[src/rtl/top_level_divider.sv]
// Self-sequencing 16.8 fixed-point divider built around a small datapath:
// a 256x8 data memory, a 16x8 register file and an 8-bit program counter.
// Holding start high resets the sequencer. Dropping start runs the sequence:
// load the operands, run 24 restoring-division steps, store the quotient,
// then halt.

// 256x8 data memory: asynchronous read, synchronous write.
module data_mem (
  input  logic       clk,
  input  logic       we,
  input  logic [7:0] addr,
  input  logic [7:0] wdata,
  output logic [7:0] rdata
);
  logic [7:0] core [0:255];

  assign rdata = core[addr];

  // Write on the rising edge when enabled.
  always_ff @(posedge clk) begin
    if (we) core[addr] <= wdata;
  end
endmodule

// 16x8 register file: two asynchronous read ports.
// The main write port carries every load and store. The second lane writes
// only the remainder (r7), which lands on the same edge as the last quotient byte.
module reg_file (
  input  logic       clk,
  input  logic [3:0] raddr1,
  output logic [7:0] rdata1,
  input  logic [3:0] raddr2,
  output logic [7:0] rdata2,
  input  logic       we,
  input  logic [3:0] waddr,
  input  logic [7:0] wdata,
  input  logic       we2,
  input  logic [3:0] waddr2,
  input  logic [7:0] wdata2
);
  logic [7:0] registers [0:15];

  assign rdata1 = registers[raddr1];
  assign rdata2 = registers[raddr2];

  // Synchronous writes; the two lanes never target the same register.
  always_ff @(posedge clk) begin
    if (we)  registers[waddr]  <= wdata;
    if (we2) registers[waddr2] <= wdata2;
  end
endmodule

module top_level_divider (
  input  logic CLK,
  input  logic start,
  output logic halt
);
  typedef enum logic [2:0] {
    LOAD_HI, LOAD_LO, LOAD_DV, DIV, STORE_HI, STORE_MID, STORE_LO, HALT
  } seq_t;

  seq_t        state, state_nx;
  logic [7:0]  PC;
  logic        halt_q;
  logic [4:0]  cnt;     // current dividend bit index, 23 down to 0
  logic [7:0]  rem;     // partial remainder; always below the divisor after a step
  logic [23:0] q;       // quotient shift register, MSB first

  logic        mem_we_c, mem_we;
  logic [7:0]  mem_addr, mem_wdata, mem_rdata;
  logic        rf_we_c, rf_we, rf_we2_c, rf_we2;
  logic [3:0]  rf_waddr;
  logic [7:0]  rf_wdata;
  logic [3:0]  rf_raddr1;
  logic [7:0]  rf_rdata1, rf_rdata2;

  logic        n_bit;
  logic [8:0]  rem_sh;
  logic        ge;
  logic [7:0]  rem_nx;

  data_mem data_mem1 (
    .clk   (CLK),
    .we    (mem_we),
    .addr  (mem_addr),
    .wdata (mem_wdata),
    .rdata (mem_rdata)
  );

  reg_file reg_file1 (
    .clk    (CLK),
    .raddr1 (rf_raddr1),
    .rdata1 (rf_rdata1),
    .raddr2 (4'd2),
    .rdata2 (rf_rdata2),
    .we     (rf_we),
    .waddr  (rf_waddr),
    .wdata  (rf_wdata),
    .we2    (rf_we2),
    .waddr2 (4'd7),
    .wdata2 (rem)
  );

  // Writes are suppressed while start is held, so the bench can preload safely.
  assign mem_we = mem_we_c & ~start;
  assign rf_we  = rf_we_c  & ~start;
  assign rf_we2 = rf_we2_c & ~start;
  assign halt   = halt_q;

  // One division step. N = {r0, r1, 8'h00}: bits 23..16 come from r0 and
  // bits 15..8 from r1, so cnt[2:0] indexes the selected byte.
  // Bits 7..0 of N are zero.
  // The difference always fits in 8 bits, so an 8-bit subtract is exact.
  always_comb begin
    rf_raddr1 = (cnt >= 5'd16) ? 4'd0 : 4'd1;
    n_bit     = (cnt >= 5'd8) ? rf_rdata1[cnt[2:0]] : 1'b0;
    rem_sh    = {rem, n_bit};
    ge        = rem_sh >= {1'b0, rf_rdata2};
    rem_nx    = ge ? (rem_sh[7:0] - rf_rdata2) : rem_sh[7:0];
  end

  // Next-state and datapath control for each sequencer step.
  always_comb begin
    state_nx  = state;
    mem_we_c  = 1'b0;
    mem_addr  = 8'd0;
    mem_wdata = 8'd0;
    rf_we_c   = 1'b0;
    rf_we2_c  = 1'b0;
    rf_waddr  = 4'd0;
    rf_wdata  = 8'd0;
    case (state)
      LOAD_HI: begin
        mem_addr = 8'd0; rf_we_c = 1'b1; rf_waddr = 4'd0; rf_wdata = mem_rdata;
        state_nx = LOAD_LO;
      end
      LOAD_LO: begin
        mem_addr = 8'd1; rf_we_c = 1'b1; rf_waddr = 4'd1; rf_wdata = mem_rdata;
        state_nx = LOAD_DV;
      end
      LOAD_DV: begin
        mem_addr = 8'd2; rf_we_c = 1'b1; rf_waddr = 4'd2; rf_wdata = mem_rdata;
        state_nx = DIV;
      end
      DIV: begin
        if (cnt == 5'd0) state_nx = STORE_HI;
      end
      STORE_HI: begin
        mem_we_c = 1'b1; mem_addr = 8'd4; mem_wdata = q[23:16];
        rf_we_c  = 1'b1; rf_waddr = 4'd4; rf_wdata  = q[23:16];
        state_nx = STORE_MID;
      end
      STORE_MID: begin
        mem_we_c = 1'b1; mem_addr = 8'd5; mem_wdata = q[15:8];
        rf_we_c  = 1'b1; rf_waddr = 4'd5; rf_wdata  = q[15:8];
        state_nx = STORE_LO;
      end
      STORE_LO: begin
        mem_we_c = 1'b1; mem_addr = 8'd6; mem_wdata = q[7:0];
        rf_we_c  = 1'b1; rf_waddr = 4'd6; rf_wdata  = q[7:0];
        rf_we2_c = 1'b1;
        state_nx = HALT;
      end
      HALT: state_nx = HALT;
      default: state_nx = LOAD_HI;
    endcase
  end

  // Sequencer register, PC, halt flag and divider state.
  always_ff @(posedge CLK) begin
    if (start) begin
      state  <= LOAD_HI;
      PC     <= 8'd0;
      halt_q <= 1'b0;
      cnt    <= 5'd0;
      rem    <= 8'd0;
      q      <= 24'd0;
    end else begin
      state <= state_nx;
      if (state != HALT) PC <= PC + 8'd1;
      case (state)
        LOAD_DV: begin
          rem <= 8'd0;
          q   <= 24'd0;
          cnt <= 5'd23;
        end
        DIV: begin
          rem <= rem_nx;
          q   <= {q[22:0], ge};
          cnt <= cnt - 5'd1;
        end
        STORE_LO: halt_q <= 1'b1;
        default: ;
      endcase
    end
  end
endmodule

[config.mk]
export PLATFORM = sky130hd
export DESIGN_NAME = top_level_divider
export DESIGN_NICKNAME = d
export VERILOG_FILES = /design/src/rtl/top_level_divider.sv
export SDC_FILE = /design/constraint.sdc
export NUM_CORES = 1
export LEC_CHECK = 0
export BUFFER_PORTS_ARGS = -buffer_cell sky130_fd_sc_hd__clkbuf_2
export CAP_MARGIN = 20
export CORE_AREA = 2 2 39 41
export CTS_CLUSTER_DIAMETER = 150
export DETAILED_ROUTE_END_ITERATION = 7
export DIE_AREA = 0 0 41 43
export SLEW_MARGIN = 10
export SYNTH_ARGS = -nofsm -noshare
export SYNTH_HDL_FRONTEND = slang
export SYNTH_HIERARCHICAL = 1
export SYNTH_SLANG_ARGS = --single-unit
[constraint.sdc]
create_clock -name CLK -period 1.8 [get_ports CLK]
set_input_delay 0 -clock CLK [delete_from_list [all_inputs] [get_ports CLK]]
set_output_delay 0 -clock CLK [all_outputs]
set_load 0.005 [all_outputs]
* Word-level counts from Yosys, hierarchy flattened *
Index checks and enable logic that the tools add are counted.
W data, S select, Z words.

storage, ports and cells
  bits in registers = 9
  input port bits = 2
  output and inout port bits = 1
  logic and storage cells = 19

operators by class
  add/sub/neg operators = 1
  eq/ne operators = 8
  mux-type cells = 3
  reductions and logical operators = 4

operators by type and width
  cell                   count
  $pmux W3 S7            1
  $eq A3 B3 Y1 const B   4
  $pmux W5 S2            1
  $eq A3 B2 Y1 const B   2
  $logic_not A5 Y1       1
  $sub A5 B1 Y5 const B  1
  $eq A3 B1 Y1 const B   1
  $logic_not A3 Y1       1
  $mux W3                1
  $ne A2 B2 Y1 const B   1
  $reduce_bool A2 Y1     1
  $reduce_or A2 Y1       1

* Longest topological paths before layout *
Gate-level depths: netlist of run 1.

  depth in word-level cells = 3
  depth in mapped cells = 5
  gate-level depth less buffers = 5

* Worst setup path before layout of run 1 *
Ideal clock, no wire load.

  kind = register -> register
  start = register cnt[0]
  end = register state[0]
  library setup time = 0.129 ns
  arrival = 1.180 ns
  required time = 1.671 ns
  slack = 0.490 ns
  cell stages (with the launch flop) = 6
  buffers on the path = 0
  clock period less this slack = 1.310 ns
  path through = dfxtp_1 inv_1 ha_1 or4b_4 o21ai_1 a21oi_1

between the ends
  longest elaborated chain between the ends = 2

ends and longest elaborated chain
  element                        RTL line  source
  from (decl)                    65        logic [4:0] cnt;
  from (signal assigned)         190       cnt <= cnt - 5'd1;
  $logic_not A5 Y1               146       if (cnt == 5'd0) state_nx = STORE_HI;
  $ne A2 B2 Y1 (no source line)  -
  to (signal assigned)           179       state <= state_nx;
  to (decl)                      62        seq_t state, state_nx;

No other way between the ends.
A chain may end at the register's enable or synchronous reset.

* Final worst setup path of run 1 *
Ends and elaborated chain as after synthesis.

==> qor.tcl, run 1 <==
set qor(ant_nets_after_route) 0
set qor(post-route-worst-setup-slack_ns) 0.392
set qor(r2r_cells) 5
set qor(synth_flop_cell) {sky130_fd_sc_hd__dfxtp_1}
set qor(timing.final.hold_violations) 0
set qor(rsz0062_at_grt) {no}
set qor(setup_total_negative_slack_ns) 0
set qor(synth_seq_cells) 9
set qor(hold_wc_path_type) {input pin to register}
set qor(drcViolationCount) 0
set qor(routabilityCongestion) 0.634
set qor(die_area_sq_mm) 0.00176
set qor(final-max-slew-violation-count) 0
set qor(vias_in_the_first_global_route) 271
set qor(worstSetupPathType) {register to register}
set qor(cts_buffer_depth) 2
set qor(timing.critical_path.slowest_cell_delay_ns) 0.49
set qor(cp_data_arrival_time_ns) 1.55
set qor(area_growth_from_synthesis_to_layout_pct) 11.1
set qor(hold-path-cell-count) 2
set qor(yosysWarnings) 6
set qor(detail_route.wirelength_um) 735
set qor(placementRows) 14
set qor(number_of_antenna_violations_at_the_first_check_in_global_routing) 0
set qor(netlist_top_cells_count) {9 x sky130_fd_sc_hd__dfxtp_1, 6 x sky130_fd_sc_hd__nor2_1, 4 x sky130_fd_sc_hd__nand2_1}
set qor(vias) 336
set qor(quantity_of_i_o_buffers_inserted_on_ports) 2
set qor(clock_insertion_delay_worst_skew_ns) 0.26
set qor(pre_cts_ws_ns) 0.420
set qor(firstDrtPassIters) 4
set qor(worst-endpoint-required_ns) 1.94
set qor(htreeDepth) 1
set qor(core_area_sq_mm) 0.00138
set qor(yosysUniqueCellTypes) 22
set qor(worst_pin_slew_ns) 0.454
set qor(cts.root.buffer_cell) {sky130_fd_sc_hd__clkbuf_4}
set qor(grt_start_max_net_pins) 10
set qor(die_width_um) 41
set qor(synth.yosys.seq_area_share_pct) 44.6
set qor(top_level_ports) 3
set qor(run_status) {finished clean}
set qor(layout.filler_cells) 150
set qor(leakagePower_nw) 0.165
set qor(initial_utilization_pct) 29.2
set qor(setup_viol) 0
set qor(cts_clock_pin_slew_for_the_worst_setup_and_hold_paths_ns) 0.06
set qor(holdBufCountCts) 0
set qor(timing.final.crit_share_pct) 78.2
set qor(global_route_wire_length_before_repair_um) 1120
set qor(max_freq_mhz) 710
set qor(critical_path.cell_chain) {inv_1 -> ha_1 -> or4b_4 -> o21ai_1 -> a21oi_1}
set qor(whs_ns) 0.0327
set qor(synth-edff-count) 0
set qor(cts_buffers) 3
set qor(post_route_cells_drive_above_1_share_pct) 13.7
set qor(post_synth_instance_area_sq_um) 404
set qor(drt-vias-per-instance) 5.01
set qor(power-per-cell-area_mw_per_mm2) 1090
set qor(finish.net_count) 55
set qor(postSynthNetCount) 50
set qor(dp_hpwl_um) 498
set qor(grt_usage_pct) 9.55
set qor(synth.top_cells.by_area) {sky130_fd_sc_hd__dfxtp_1 45%, sky130_fd_sc_hd__nor2_1 5.6%, sky130_fd_sc_hd__a21oi_1 3.7%, sky130_fd_sc_hd__nor3_1 3.7%, sky130_fd_sc_hd__nand2_1 3.7%}
set qor(cp-start-kind) {register}
set qor(relSlewSlack_pct) 69.7
set qor(most_area_hungry_cell_type_in_the_yosys_netlist) {sky130_fd_sc_hd__dfxtp_1}
set qor(cts_tree) {yes}
set qor(post_drt_wl_per_cell_um) 11.0
set qor(synth.avg_cell_area_sq_um) 8.60
set qor(critical_path_peak_fanout) 4
set qor(tritoncts_num_sinks) 9
set qor(antennaDiodeCount) 0
set qor(end_kind) {register}
set qor(globalRouteOverflowTotal) 0
set qor(synth_async_sr_flop_share_pct) 0
set qor(dr.first_iter.drc_count) 7
set qor(synth_cells) 47
set qor(synthMostInstantiatedCell) {sky130_fd_sc_hd__dfxtp_1}
set qor(die_height_um) 43
set qor(period_minus_slack_ns) 1.41
set qor(max_vdd_drop_mv) 0.240
set qor(cts_setup_buffers) 0
set qor(final.setup_skew_ns) 0.00117
set qor(drv_cap) 0
set qor(share_of_the_synthesized_area_in_the_top_cell_type_pct) 44.6
set qor(worst_path_max_delay_cell) {sky130_fd_sc_hd__or4b_4}
set qor(cts_repair_resize_count) 0
[cell usage in the layout (no fill, tap or decap), drive strengths merged]
cell	instances
nor3	3
nor2b	1
clkbuf	6
o22ai	1
or4b	1
or3b	1
and4	1
o21ba	1
nand2	4
nor4	1
nand2b	2
nor2	6
nand3b	2
dfxtp	9
a311oi	1
a21oi	3
nor3b	1
a31oi	2
ha	1
inv	3
o21ai	1
[per-stage QoR]
| step | power [mW] | cells | util, % | instance area (sq um) |
|---|---|---|---|---|
| 2_1_floorplan | 0.317 | 47 | - | 404 |
| 6_report | 0.489 | 67 | 32.5 | 449 |
| 3_3_place_gp | 0.330 | 63 | 30.6 | 423 |
| 4_1_cts | 0.495 | 67 | 32.5 | 449 |
| 5_1_grt | 0.516 | 67 | 32.5 | 449 |
| 3_5_place_dp | 0.332 | 63 | 30.6 | 423 |
[flip-flops by register name, summed over array words and instances (netlist names)]
register,cells
state,3
halt,1
cnt,5
[worst max-delay path: cells and delay by family (launching register included)]
| kind | cells | cell delay [ns] |
|---|---|---|
| AO/OA/AOI/OAI | 2 | 0.22 |
| adder cells (fa/ha/maj) | 1 | 0.19 |
| AND/OR/NAND/NOR | 1 | 0.49 |
| flip-flops | 1 | 0.32 |
| buffers and inverters | 1 | 0.07 |
[final timing paths]
check / startpoint / endpoint / slack, ns
worst max-delay path: cnt[0]$_SDFFE_PP0P_ / state[0]$_SDFFE_PP0P_ / 0.39
worst min-delay path: start / cnt[3]$_SDFFE_PP0P_ / 0.03
worst max register to register: cnt[0]$_SDFFE_PP0P_ / state[0]$_SDFFE_PP0P_ / 0.39
worst min register to register: cnt[0]$_SDFFE_PP0P_ / cnt[0]$_SDFFE_PP0P_ / 0.48
[metal layers]
layer	GRT usage, %	up-vias	share of wire (%)
met5	0	-	0
met4	8.00	0	2.6
met3	3.14	3	2.7
met2	11.9	8	44
met1	12.6	149	50
li1	-	176	-
[layout make-up]
type / count / area [sq um] / area share, %
tap: 16 / 20.0 / 4.46
timing repair buffer: 2 / 10.0 / 2.23
clock buffer: 4 / 26.3 / 5.85
sequential: 9 / 180 / 40.1
multi-input combinational: 33 / 201 / 44.8
inverter: 3 / 11.3 / 2.51
[kinds of logic after synthesis]
kind of cell / count (synthesis) / synth area share (%)
AOI/OAI and AO/OA: 9 / 14.2
adders and majority gates: 1 / 3.10
buffers and inverters: 5 / 5.57
DFF: 9 / 44.6
and+or+nand+nor: 23 / 32.5
[where the power goes]
group	internal (mW)	switching, mW	total [mW]	leakage, nW
clock network	0.0857	0.0738	0.159	0.0150
registers	0.219	0.0227	0.242	0.0740
logic	0.0452	0.0425	0.0877	0.0764
No activity file was read; power rests on OpenSTA's default activity.
==> run 2, diff against run 1 <==
==> constraint.sdc (replaced) <==
create_clock -name CLK -period 1.2 [get_ports CLK]
set_input_delay 0 -clock CLK [delete_from_list [all_inputs] [get_ports CLK]]
set_output_delay 0 -clock CLK [all_outputs]
set_load 0.005 [all_outputs]
==> run 2 against run 1 <==
Compared with the run above:
- the run now ends with setup timing left
- final cell count is 13% higher
- non-clock buffer count is 9 higher
- clock power is 50% higher
- wire length is 15% higher
- register-to-register slack worse by 0.47 ns
- worst hold slack worse by 0.0082 ns
- first-iteration DRC count is 43% lower
- clock skew is 0.0043 ns higher
- global-route usage is 2.6 points higher
- critical path depth stayed put
- maximum frequency is 10% higher
- highest routed layer is now met3
==> qor.tcl, run 2 (same netlist as run 1, synthesis figures left out) <==
set qor(end_kind) {register}
set qor(cts.root.buffer_cell) {sky130_fd_sc_hd__clkbuf_4}
set qor(critical_path_peak_fanout) 3 ;# -1
set qor(whs_ns) 0.0244 ;# -0.00823 ns
set qor(cts_buffers) 3 ;# unchanged
set qor(top_level_ports) 3 ;# unchanged
set qor(drv_cap) 0 ;# unchanged
set qor(detail_route.wirelength_um) 847 ;# +15%
set qor(top_usage_layer) {met2}
set qor(timing.critical_path.slowest_cell_delay_ns) 0.47 ;# -0.02 ns
set qor(pre_cts_ws_ns) -0.0905 ;# -0.510 ns
set qor(timing.final.hold_violations) 0 ;# unchanged
set qor(max_freq_mhz) 782 ;# +10%
set qor(failing_checks) {setup timing}
set qor(post_route_cells_drive_above_1_share_pct) 41.7 ;# +28 points
set qor(drt-vias-per-instance) 4.82 ;# -4.0%
set qor(grtUsageMet2_pct) 17.5 ;# +5.6 points
set qor(die_height_um) 43 ;# unchanged
set qor(relSlewSlack_pct) 86.0 ;# +16 points
set qor(initial_utilization_pct) 29.2 ;# unchanged
set qor(grtUsageMet3_pct) 7.85 ;# +4.7 points
set qor(rsz0062_at_grt) {yes}
set qor(post_drt_wl_per_cell_um) 11.1 ;# +1.6%
set qor(die_width_um) 41 ;# unchanged
set qor(quantity_of_i_o_buffers_inserted_on_ports) 2 ;# unchanged
set qor(clock_insertion_delay_worst_skew_ns) 0.26 ;# about the same
set qor(worst_pin_slew_ns) 0.209 ;# -0.245 ns
set qor(worst_path_max_delay_cell) {sky130_fd_sc_hd__or4b_4}
set qor(layout.filler_cells) 147 ;# -2.0%
set qor(tritoncts_num_sinks) 9 ;# unchanged
set qor(grt_start_max_net_pins) 10 ;# unchanged
set qor(core_area_sq_mm) 0.00138 ;# unchanged
set qor(area_growth_from_synthesis_to_layout_pct) 38.7
set qor(cp-start-kind) {register}
set qor(post-route-worst-setup-slack_ns) -0.0781 ;# -0.470 ns
set qor(htreeDepth) 1 ;# unchanged
set qor(power-per-cell-area_mw_per_mm2) 1470 ;# +36%
set qor(layout.core_utilization_pct) 40.5 ;# +8.0 points
set qor(routabilityCongestion) 0.710 ;# +12%
set qor(groute.layer.met1.usage_pct) 15.3 ;# +2.7 points
set qor(vias_in_the_first_global_route) 330 ;# +22%
set qor(cts_clock_pin_slew_for_the_worst_setup_and_hold_paths_ns) 0.07 ;# about the same
set qor(commonest_cells_after_routing_fill_and_taps_aside) {7 x sky130_fd_sc_hd__buf_4, 6 x sky130_fd_sc_hd__nor2_1, 6 x sky130_fd_sc_hd__dfxtp_1, 4 x sky130_fd_sc_hd__nand2_1}
set qor(timing.final.crit_share_pct) 107 ;# +28 points
set qor(cp_data_arrival_time_ns) 1.43 ;# -0.12 ns
set qor(number_of_antenna_violations_at_the_first_check_in_global_routing) 0 ;# unchanged
set qor(multi_input_area_sq_um) 234 ;# +16%
set qor(dp_hpwl_um) 595 ;# +20%
set qor(cts_buffer_depth) 2 ;# unchanged
set qor(die_area_sq_mm) 0.00176 ;# unchanged
set qor(largest_reg_flops) 5 ;# unchanged
set qor(antennaDiodeCount) 0 ;# unchanged
set qor(period_minus_slack_ns) 1.28 ;# -0.130 ns
set qor(worstSetupPathType) {register to register}
set qor(dr.first_iter.drc_count) 4 ;# -3
set qor(grt_usage_pct) 12.2 ;# +2.6 points
set qor(drcViolationCount) 0 ;# unchanged
set qor(hold_wc_path_type) {input pin to register}
set qor(worst-endpoint-required_ns) 1.35 ;# -0.59 ns
set qor(finish.net_count) 64 ;# +16%
set qor(setup_viol) 3 ;# +3
set qor(max_vdd_drop_mv) 0.690 ;# +190%
set qor(placementRows) 14 ;# unchanged
set qor(globalRouteOverflowTotal) 0 ;# unchanged
set qor(ant_nets_after_route) 0 ;# unchanged
set qor(cts_tree) {yes}
set qor(ff_latch_area_sq_um) 184 ;# +2.1%
set qor(vias) 366 ;# +8.9%
set qor(firstDrtPassIters) 4 ;# unchanged
set qor(global_route_wire_length_before_repair_um) 1410 ;# +27%
set qor(final-max-slew-violation-count) 0 ;# unchanged
set qor(leakagePower_nw) 0.220 ;# +33%
set qor(critical_path.cell_chain) {inv_2 -> ha_4 -> or4b_4 -> o21ai_2 -> a21oi_1}
set qor(most_common_cell_after_layout_fill_and_taps_aside) {sky130_fd_sc_hd__buf_4}
set qor(run_status) {finished, violations left}
set qor(registers.top_by_ff_count) {cnt}
set qor(holdBufCountCts) 0 ;# unchanged
set qor(final.setup_skew_ns) 0.00545 ;# +0.00428 ns
[run 2: repair_timing]
action | CTS | global route
cloned | 0 | 0
setup buffers | 0 | 0
endpoints found under the setup margin | 4 | 6
pin swaps | 3 | 0
gates resized for setup | 3 | 4
[run 2: per-stage QoR]
stage	TNS [ns]	total power, mW	cell area, sq um	cells
floorplan	-0.112	0.488	419	47
finish	-0.220	0.826	561	76
detailed placement	-0.266	0.565	505	72
global placement	-0.225	0.561	505	72
global route	-0.482	0.877	561	76
CTS	-0.262	0.822	547	76
[run 2: path summary, 6_finish.rpt]
| kind | start | slack [ns] | endpoint | depth (start not counted) |
|---|---|---|---|---|
| max reg2reg | cnt[0]$_SDFFE_PP0P_ | -0.08 | state[0]$_SDFFE_PP0P_ | 5 |
| min reg2reg | halt$_SDFFE_PP0N_ | 0.47 | halt$_SDFFE_PP0N_ | 2 |
| max | cnt[0]$_SDFFE_PP0P_ | -0.08 | state[0]$_SDFFE_PP0P_ | 5 |
| min | start | 0.02 | state[0]$_SDFFE_PP0P_ | 2 |
[run 2: worst max-delay path, delay by kind of cell (launching register included)]
family	cells	cell delay, ns
compound gates	2	0.20
fa+ha+maj	1	0.12
buf+inv	1	0.07
flops	1	0.32
simple gates	1	0.47
[run 2: report_power, final]
| group | switching [mW] | internal (mW) |
|---|---|---|
| combinational | 0.0990 | 0.134 |
| clock | 0.110 | 0.128 |
| sequential | 0.0234 | 0.331 |
| total | 0.233 | 0.594 |
[run 2: per-layer routing]
layer	vias to the layer above	part of all wire, %
met4	0	0
met1	168	46
met3	0	5.8
li1	192	-
met2	6	48
met5	-	0
[run 2: area by class of cell]
class / instances / share of cell area [%]
Multi-Input combinational cell: 33 / 41.7
Sequential cell: 9 / 32.8
Timing Repair Buffer: 11 / 15.2
Clock buffer: 4 / 4.69
Tap cell: 16 / 3.57
Inverter: 3 / 2.01
